### src/rtl/kiwi_directorate_pkg.sv
// Shared types and constants for the kiwi directorate controller.
package kiwi_directorate_pkg;

    // Controller phases; only StIdle accepts a new run.
    typedef enum logic [1:0] {
        StIdle = 2'b00,
        StLoad = 2'b01,
        StRun  = 2'b10,
        StDone = 2'b11
    } state_e;

    // Host-visible completion codes.
    typedef enum logic [1:0] {
        StatusOk      = 2'b00,
        StatusAbend   = 2'b01,
        StatusTimeout = 2'b10,
        StatusAborted = 2'b11
    } status_e;

    localparam logic [7:0] SYND_NONE = 8'h00;
    localparam logic [7:0] SYND_EXIT = 8'h80;

    // A clean exit or a plain finish with no syndrome counts as success.
    function automatic status_e kernel_status(input logic [7:0] synd);
        return ((synd == SYND_EXIT) || (synd == SYND_NONE)) ? StatusOk : StatusAbend;
    endfunction

endpackage

### src/rtl/kiwi_directorate_ctrl_if.sv
// Host and kernel signal bundle of the kiwi directorate controller.
// master: the environment (host + kernel); slave: the controller.
interface kiwi_directorate_ctrl_if #(
    parameter int unsigned PC_WIDTH = 2
);
    import kiwi_directorate_pkg::*;

    logic                host_start;
    logic [63:0]         host_arg;
    logic                host_abort;
    logic                host_busy;
    logic                host_done;
    logic [1:0]          host_status;
    logic [63:0]         host_result;
    logic [7:0]          host_syndrome;
    logic [7:0]          host_waypoint;
    logic [PC_WIDTH-1:0] host_pc;
    logic [31:0]         run_cycles;
    logic                kern_run;
    logic [63:0]         kern_widein;
    logic [63:0]         kern_wideout;
    logic [7:0]          kern_abend;
    logic [7:0]          kern_waypoint;
    logic [PC_WIDTH-1:0] kern_pc;
    logic                kern_finish;

    modport master (
        output host_start, host_arg, host_abort,
        output kern_wideout, kern_abend, kern_waypoint, kern_pc, kern_finish,
        input  host_busy, host_done, host_status, host_result, host_syndrome,
        input  host_waypoint, host_pc, run_cycles, kern_run, kern_widein
    );

    modport slave (
        input  host_start, host_arg, host_abort,
        input  kern_wideout, kern_abend, kern_waypoint, kern_pc, kern_finish,
        output host_busy, host_done, host_status, host_result, host_syndrome,
        output host_waypoint, host_pc, run_cycles, kern_run, kern_widein
    );

endinterface

### src/rtl/kiwi_run_counter.sv
// Saturating 32-bit cycle counter with synchronous clear (clear wins over enable).
module kiwi_run_counter (
    input  logic        clk,
    input  logic        reset,
    input  logic        clear,
    input  logic        enable,
    output logic [31:0] count
);

    logic [31:0] count_q;

    // Count enabled cycles, sticking at all-ones.
    always_ff @(posedge clk or negedge reset) begin
        if (!reset) begin
            count_q <= '0;
        end else if (clear) begin
            count_q <= '0;
        end else if (enable && (count_q != 32'hFFFF_FFFF)) begin
            count_q <= count_q + 32'd1;
        end
    end

    assign count = count_q;

endmodule

### src/rtl/kiwi_directorate_ctrl.sv
// Kiwi directorate controller: sequences one kernel run per host start and
// captures the kernel's result, syndrome, waypoint and PC when it stops.
// Optional run watchdog: define KIWI_DIRECTORATE_WATCHDOG_EN.
module kiwi_directorate_ctrl
    import kiwi_directorate_pkg::*;
#(
    parameter int unsigned WATCHDOG_CYCLES = 1024,
    parameter int unsigned PC_WIDTH        = 2
) (
    input logic                    clk,
    input logic                    reset,
    kiwi_directorate_ctrl_if.slave bus
);

    state_e              state_q, state_d;
    status_e             status_q, cap_status;
    logic                capture;
    logic                start_accept;
    logic                kern_stop;
    logic [63:0]         widein_q;
    logic [63:0]         result_q;
    logic [7:0]          syndrome_q;
    logic [7:0]          waypoint_q;
    logic [PC_WIDTH-1:0] pc_q;
    logic [31:0]         run_cycles;

    assign kern_stop = bus.kern_finish || (bus.kern_abend != SYND_NONE);

`ifdef KIWI_DIRECTORATE_WATCHDOG_EN
    logic wd_hit;
    assign wd_hit = (run_cycles == (WATCHDOG_CYCLES - 32'd1));
`endif

    // State register.
    always_ff @(posedge clk or negedge reset) begin
        if (!reset) begin
            state_q <= StIdle;
        end else begin
            state_q <= state_d;
        end
    end

    // Next state and stop decision; abort outranks kernel stop outranks watchdog.
    always_comb begin
        state_d      = state_q;
        capture      = 1'b0;
        cap_status   = StatusOk;
        start_accept = 1'b0;
        unique case (state_q)
            StIdle: begin
                if (bus.host_start) begin
                    start_accept = 1'b1;
                    state_d      = StLoad;
                end
            end
            StLoad: begin
                if (bus.host_abort) begin
                    capture    = 1'b1;
                    cap_status = StatusAborted;
                    state_d    = StDone;
                end else begin
                    state_d = StRun;
                end
            end
            StRun: begin
                if (bus.host_abort) begin
                    capture    = 1'b1;
                    cap_status = StatusAborted;
                    state_d    = StDone;
                end else if (kern_stop) begin
                    capture    = 1'b1;
                    cap_status = kernel_status(bus.kern_abend);
                    state_d    = StDone;
                end
`ifdef KIWI_DIRECTORATE_WATCHDOG_EN
                else if (wd_hit) begin
                    capture    = 1'b1;
                    cap_status = StatusTimeout;
                    state_d    = StDone;
                end
`endif
            end
            StDone: begin
                state_d = StIdle;
            end
            default: begin
                state_d = StIdle;
            end
        endcase
    end

    // Run argument and stop-time capture registers; they hold until reloaded.
    always_ff @(posedge clk or negedge reset) begin
        if (!reset) begin
            widein_q   <= '0;
            result_q   <= '0;
            syndrome_q <= '0;
            waypoint_q <= '0;
            pc_q       <= '0;
            status_q   <= StatusOk;
        end else begin
            if (start_accept) begin
                widein_q <= bus.host_arg;
            end
            if (capture) begin
                result_q   <= bus.kern_wideout;
                syndrome_q <= bus.kern_abend;
                waypoint_q <= bus.kern_waypoint;
                pc_q       <= bus.kern_pc;
                status_q   <= cap_status;
            end
        end
    end

    kiwi_run_counter u_run_counter (
        .clk    (clk),
        .reset  (reset),
        .clear  (start_accept),
        .enable (state_q == StRun),
        .count  (run_cycles)
    );

    // Strobes decode straight from the state so reset removes them at once.
    assign bus.host_busy     = (state_q != StIdle);
    assign bus.host_done     = (state_q == StDone);
    assign bus.kern_run      = (state_q == StRun);
    assign bus.host_status   = status_q;
    assign bus.host_result   = result_q;
    assign bus.host_syndrome = syndrome_q;
    assign bus.host_waypoint = waypoint_q;
    assign bus.host_pc       = pc_q;
    assign bus.run_cycles    = run_cycles;
    assign bus.kern_widein   = widein_q;

endmodule

### src/flat_wrapper.sv
// flat-port wrapper written by rule: the top's interface ports become plain ports
module kiwi_directorate_ctrl_flat import kiwi_directorate_pkg::*;
#(
    parameter int unsigned WATCHDOG_CYCLES = 1024,
    parameter int unsigned PC_WIDTH        = 2
)
  (clk, reset, bus_host_start, bus_host_arg, bus_host_abort, bus_kern_wideout, bus_kern_abend, bus_kern_waypoint, bus_kern_pc, bus_kern_finish, bus_host_busy, bus_host_done, bus_host_status, bus_host_result, bus_host_syndrome, bus_host_waypoint, bus_host_pc, bus_run_cycles, bus_kern_run, bus_kern_widein);
  kiwi_directorate_ctrl_if #(.PC_WIDTH(PC_WIDTH)) bus_i ();
  input logic clk;
  input logic reset;
  input wire logic [$bits(bus_i.host_start)-1:0] bus_host_start;
  input wire logic [$bits(bus_i.host_arg)-1:0] bus_host_arg;
  input wire logic [$bits(bus_i.host_abort)-1:0] bus_host_abort;
  input wire logic [$bits(bus_i.kern_wideout)-1:0] bus_kern_wideout;
  input wire logic [$bits(bus_i.kern_abend)-1:0] bus_kern_abend;
  input wire logic [$bits(bus_i.kern_waypoint)-1:0] bus_kern_waypoint;
  input wire logic [$bits(bus_i.kern_pc)-1:0] bus_kern_pc;
  input wire logic [$bits(bus_i.kern_finish)-1:0] bus_kern_finish;
  output wire logic [$bits(bus_i.host_busy)-1:0] bus_host_busy;
  output wire logic [$bits(bus_i.host_done)-1:0] bus_host_done;
  output wire logic [$bits(bus_i.host_status)-1:0] bus_host_status;
  output wire logic [$bits(bus_i.host_result)-1:0] bus_host_result;
  output wire logic [$bits(bus_i.host_syndrome)-1:0] bus_host_syndrome;
  output wire logic [$bits(bus_i.host_waypoint)-1:0] bus_host_waypoint;
  output wire logic [$bits(bus_i.host_pc)-1:0] bus_host_pc;
  output wire logic [$bits(bus_i.run_cycles)-1:0] bus_run_cycles;
  output wire logic [$bits(bus_i.kern_run)-1:0] bus_kern_run;
  output wire logic [$bits(bus_i.kern_widein)-1:0] bus_kern_widein;
  assign bus_i.host_start = bus_host_start;
  assign bus_i.host_arg = bus_host_arg;
  assign bus_i.host_abort = bus_host_abort;
  assign bus_i.kern_wideout = bus_kern_wideout;
  assign bus_i.kern_abend = bus_kern_abend;
  assign bus_i.kern_waypoint = bus_kern_waypoint;
  assign bus_i.kern_pc = bus_kern_pc;
  assign bus_i.kern_finish = bus_kern_finish;
  assign bus_host_busy = bus_i.host_busy;
  assign bus_host_done = bus_i.host_done;
  assign bus_host_status = bus_i.host_status;
  assign bus_host_result = bus_i.host_result;
  assign bus_host_syndrome = bus_i.host_syndrome;
  assign bus_host_waypoint = bus_i.host_waypoint;
  assign bus_host_pc = bus_i.host_pc;
  assign bus_run_cycles = bus_i.run_cycles;
  assign bus_kern_run = bus_i.kern_run;
  assign bus_kern_widein = bus_i.kern_widein;
  kiwi_directorate_ctrl #(.WATCHDOG_CYCLES(WATCHDOG_CYCLES), .PC_WIDTH(PC_WIDTH)) u_core (.clk(clk), .reset(reset), .bus(bus_i));
endmodule
### config.mk
export PLATFORM = sky130hd
export DESIGN_NAME = kiwi_directorate_ctrl_flat
export DESIGN_NICKNAME = d
export VERILOG_FILES = /design/src/rtl/kiwi_directorate_pkg.sv /design/src/rtl/kiwi_directorate_ctrl_if.sv /design/src/rtl/kiwi_run_counter.sv /design/src/rtl/kiwi_directorate_ctrl.sv /design/src/flat_wrapper.sv
export SDC_FILE = /design/constraint.sdc
export NUM_CORES = 1
export LEC_CHECK = 0
export CORE_UTILIZATION = 45
export DETAILED_ROUTE_END_ITERATION = 7
export PLACE_DENSITY = 0.85
export SETUP_SLACK_MARGIN = 0.3
export SYNTH_ARGS = -nofsm -noshare
export SYNTH_HDL_FRONTEND = slang
export SYNTH_SLANG_ARGS = --single-unit
### constraint.sdc
create_clock -name clk -period 3.62 [get_ports clk]
set_input_delay 0.724 -clock clk [delete_from_list [all_inputs] [get_ports clk]]
set_output_delay 0.724 -clock clk [all_outputs]
set_load 0.005 [all_outputs]
==> flow_metrics.env <==
export IMPL_synth_top_area_share_pct=60.90
export IMPL_core_area_sq_mm=0.01606
export IMPL_n_fill_cell=1113
export IMPL_drc=0
export IMPL_worstSetupEndpointType="primary output"
export IMPL_grtUsageTotal_pct=26.40
export IMPL_start_util_pct=46.57
export IMPL_crit_chain="inv_1, ha_1, buf_4, clkdlybuf4s50_1"
export IMPL_detail_route_antenna_nets=0
export IMPL_switching_share_pct=30.49
export IMPL_vias_per_cell=5.129
export IMPL_slew_headroom_pct=49.15
export IMPL_startpoint="u_core.state_q[0]$_DFFE_PN0P_"
export IMPL_syn_num_nets=838
export IMPL_peakVddDrop_uv=842.4
export IMPL_grt_max_degree=98
export IMPL_power_density_mw_per_mm2=807.1
export IMPL_grt_ovfl_total=0
export IMPL_cap_violations=0
export IMPL_syn_area_sq_mm=0.007478
export IMPL_syn_inst=681
export IMPL_fp_dieW_microns=130.9
export IMPL_start_kind="flop"
export IMPL_regToRegSetupSlack_ns=1.03
export IMPL_power_frac_comb_pct=42.7
export IMPL_path_clk_slew_ns=0.07
export IMPL_dr_pass1_iters=5
export IMPL_crit_required_ns=2.90
export IMPL_synth_seq_cells=182
export IMPL_max_freq_ghz=0.3795
export IMPL_synth_mux_area_share_pct=12.35
export IMPL_rr_startpoint="u_core.u_run_counter.count[10]$_DFFE_PN0P_"
export IMPL_async_reset_ff_share_pct=100.0
export IMPL_power_share_clock_pct=21.3
export IMPL_cpMaxStageDelayCell="clkdlybuf4s50_1"
export IMPL_synth_adder_area_share_pct=1.004
export IMPL_dieHeight_microns=130.9
export IMPL_cts_tree="yes"
export IMPL_synth_area_leaders="dfrtp_1 61%, mux2_2 12%, nand2_1 11%, or3_1 1.7%, a21oi_1 1.6%"
export IMPL_worstPathArrival_ns=1.91
export IMPL_rsz0062_at_grt="no"
export IMPL_ios=334
export IMPL_dr_total_vias=6350
export IMPL_cts_buffer_depth=2
export IMPL_drt_initial_drc_count=403
export IMPL_setup_viol=0
export IMPL_yosys_cell_types_count=34
export IMPL_synthXorXnorAreaFrac_pct=0.3513
export IMPL_grt_pass1_vias=6389
export IMPL_grt_pass1_wl_microns=34070
export IMPL_slowest_delay_ns=0.54
export IMPL_cts_setup_buffers=0
export IMPL_finalPower_mw=9.451
export IMPL_place_congestion=0.8509
export IMPL_worst_slew_pin_slew_ns=0.7600
export IMPL_outcome="complete, no violations"
export IMPL_routedWlPerCell_microns=18.25
export IMPL_syn_to_final_growth_pct=56.58
export IMPL_yosysSeqAreaShare_pct=60.90
export IMPL_ctsHoldBuffers=0
export IMPL_dieArea_sq_mm=0.01714
export IMPL_leakagePower_nw=5.028
export IMPL_htree_num_levels=4
export IMPL_area_sequential_sq_mm=0.004554
export IMPL_cts_sinks=182
export IMPL_antenna_cells=0
export IMPL_io_buffers=333
export IMPL_finalHoldViolCount=0
export IMPL_rows=46
export IMPL_p_int_mw=6.569
export IMPL_cts_buffers=17
export IMPL_dp_hpwl_microns=16180
export IMPL_tns_ns=0
export IMPL_ys_warnings_count=0
export IMPL_drive_above_1_share_pct=12.92
export IMPL_fin_nets=1167
export IMPL_r2r_end="u_core.u_run_counter.count[4]$_DFFE_PN0P_"
export IMPL_post_cts_resized=0
export IMPL_fin_cells=1238
export IMPL_placed_cells_incl_taps=1207
export IMPL_synthSimpleGateAreaFrac_pct=18.32
export IMPL_finalCritPeriodShare_pct=72.78
export IMPL_clk_latency_ns=0.43
export IMPL_clock_skew_ns=0.01356
export IMPL_synth_main_ff_cell="dfrtp_1"
export IMPL_hp_class="input pin to async pin"
export IMPL_synth_area_per_cell_sq_um=10.98
export IMPL_p_sw_mw=2.882
export IMPL_critical_path_class="flop to primary output"
export IMPL_reg2reg_depth=6
export IMPL_synth_edf_count=0
export IMPL_synth_area_leader_cell="dfrtp_1"
export IMPL_routed_wl_microns=22590
export IMPL_antenna_found_initial=1
export IMPL_crit_path_max_fanout=18
export IMPL_synth_compound_area_share_pct=5.220
export IMPL_multi_input_area_sq_mm=0.002798
export IMPL_sequentialPowerShare_pct=36.0
export IMPL_synth_top_family_by_area="simple AND/OR/NAND/NOR gates"
export IMPL_hold_slack_ns=0.2151
export IMPL_min_period_ns=2.635
export IMPL_drv_slew=0
export IMPL_root_buffer="clkbuf_16"
==> power groups by stage <==
| stage | logic (mW) | clock network, mW | registers (mW) |
|---|---|---|---|
| after global routing | 4.33 | 2.13 | 3.51 |
| after floorplan | 1.56 | 0 | 3.43 |
| final | 4.03 | 2.01 | 3.41 |
| after detailed placement | 4.05 | 0 | 3.42 |
| after CTS | 4.08 | 2.05 | 3.41 |
| after global placement | 3.94 | 0 | 3.38 |
==> area by class of cell <==
cell class | instances | share of cell area [%]
Inverter | 6 | 0.1923
Multi-Input combinational cell | 462 | 23.89
Timing Repair Buffer | 341 | 29.31
Clock inverter | 13 | 1.656
Sequential cell | 182 | 38.89
Clock buffer | 18 | 3.750
Tap cell | 216 | 2.308
==> metal layers <==
layer  share of wire [%]  GRT usage (%)  vias to the layer above
li1                    -              -                     2990
met1                  39          32.82                     3083
met2                  52          44.16                      236
met3                 6.4          6.270                       39
met4                 2.7          11.09                        2
met5               0.058              0                        -
==> metrics by stage <==
step           instance area (sq um)  utilization [%]  setup WS (ns)
4_1_cts                        11710            72.92         0.9681
3_3_place_gp                   11080            68.98         0.9006
2_1_floorplan                   7478                -          1.278
5_1_grt                        11710            72.92         0.7999
6_report                       11710            72.92         0.9853
3_5_place_dp                   11080            68.98         0.8583
==> Yosys cell counts, types with 4 or more instances <==
| library cell | count |
|---|---|
| nand2_1 | 217 |
| dfrtp_1 | 182 |
| mux2_2 | 82 |
| clkbuf_1 | 31 |
| a21oi_1 | 24 |
| o21ai_0 | 22 |
| or3_1 | 20 |
| or4_1 | 16 |
| nand4_1 | 13 |
| nand3_1 | 11 |
| nor2_1 | 8 |
| o31ai_1 | 8 |
| ha_1 | 6 |
| inv_1 | 6 |
| nor4_1 | 4 |
==> worst max-delay path by stage <==
stage,cells after the start,slack [ns],endpoint
floorplan,8,1.28,u_core.bus.host_result[10]$_DFFE_PN0P_
global placement,6,0.90,u_core.bus.host_result[12]$_DFFE_PN0P_
detailed placement,6,0.86,u_core.bus.host_result[30]$_DFFE_PN0P_
CTS,4,0.97,bus_kern_run
global route,6,0.80,u_core.u_run_counter.count[15]$_DFFE_PN0P_
finish,4,0.99,bus_kern_run
==> registers in the layout, summed over array words and instances, names as in the netlist <==
name,cells
u_core.bus.host_syndrome,8
u_core.u_run_counter.count,32
u_core.bus.host_waypoint,8
u_core.bus.host_result,64
u_core.bus.host_status,2
u_core.bus.host_pc,2
u_core.state_q,2
u_core.bus.kern_widein,64
==> worst max-delay path, delay by kind of cell, from the launching register on <==
family,cells,cell delay [ns]
buffers and inverters,3,0.92
DFF,1,0.40
adders and majority gates,1,0.16
==> cell families after synthesis <==
group | count (synthesis)
flip-flops | 182
buffers and inverters | 37
XOR/XNOR | 3
AO/OA/AOI/OAI | 66
multiplexers | 82
AND/OR/NAND/NOR | 305
adder cells (fa/ha/maj) | 6
==> cells in the final DEF, fill, tap and decap left out, drive strengths merged, types with 4 or more instances in the layout <==
master	instances
a21oi	24
buf	9
bufinv	4
clkbuf	18
clkdlybuf4s50	332
dfrtp	182
ha	6
inv	11
mux2	82
nand2	217
nand3	11
nand4	14
nor2	8
nor3	4
nor4	4
o21ai	22
o31ai	9
or3	20
or4	17
No activity file was read; power rests on OpenSTA's default activity.
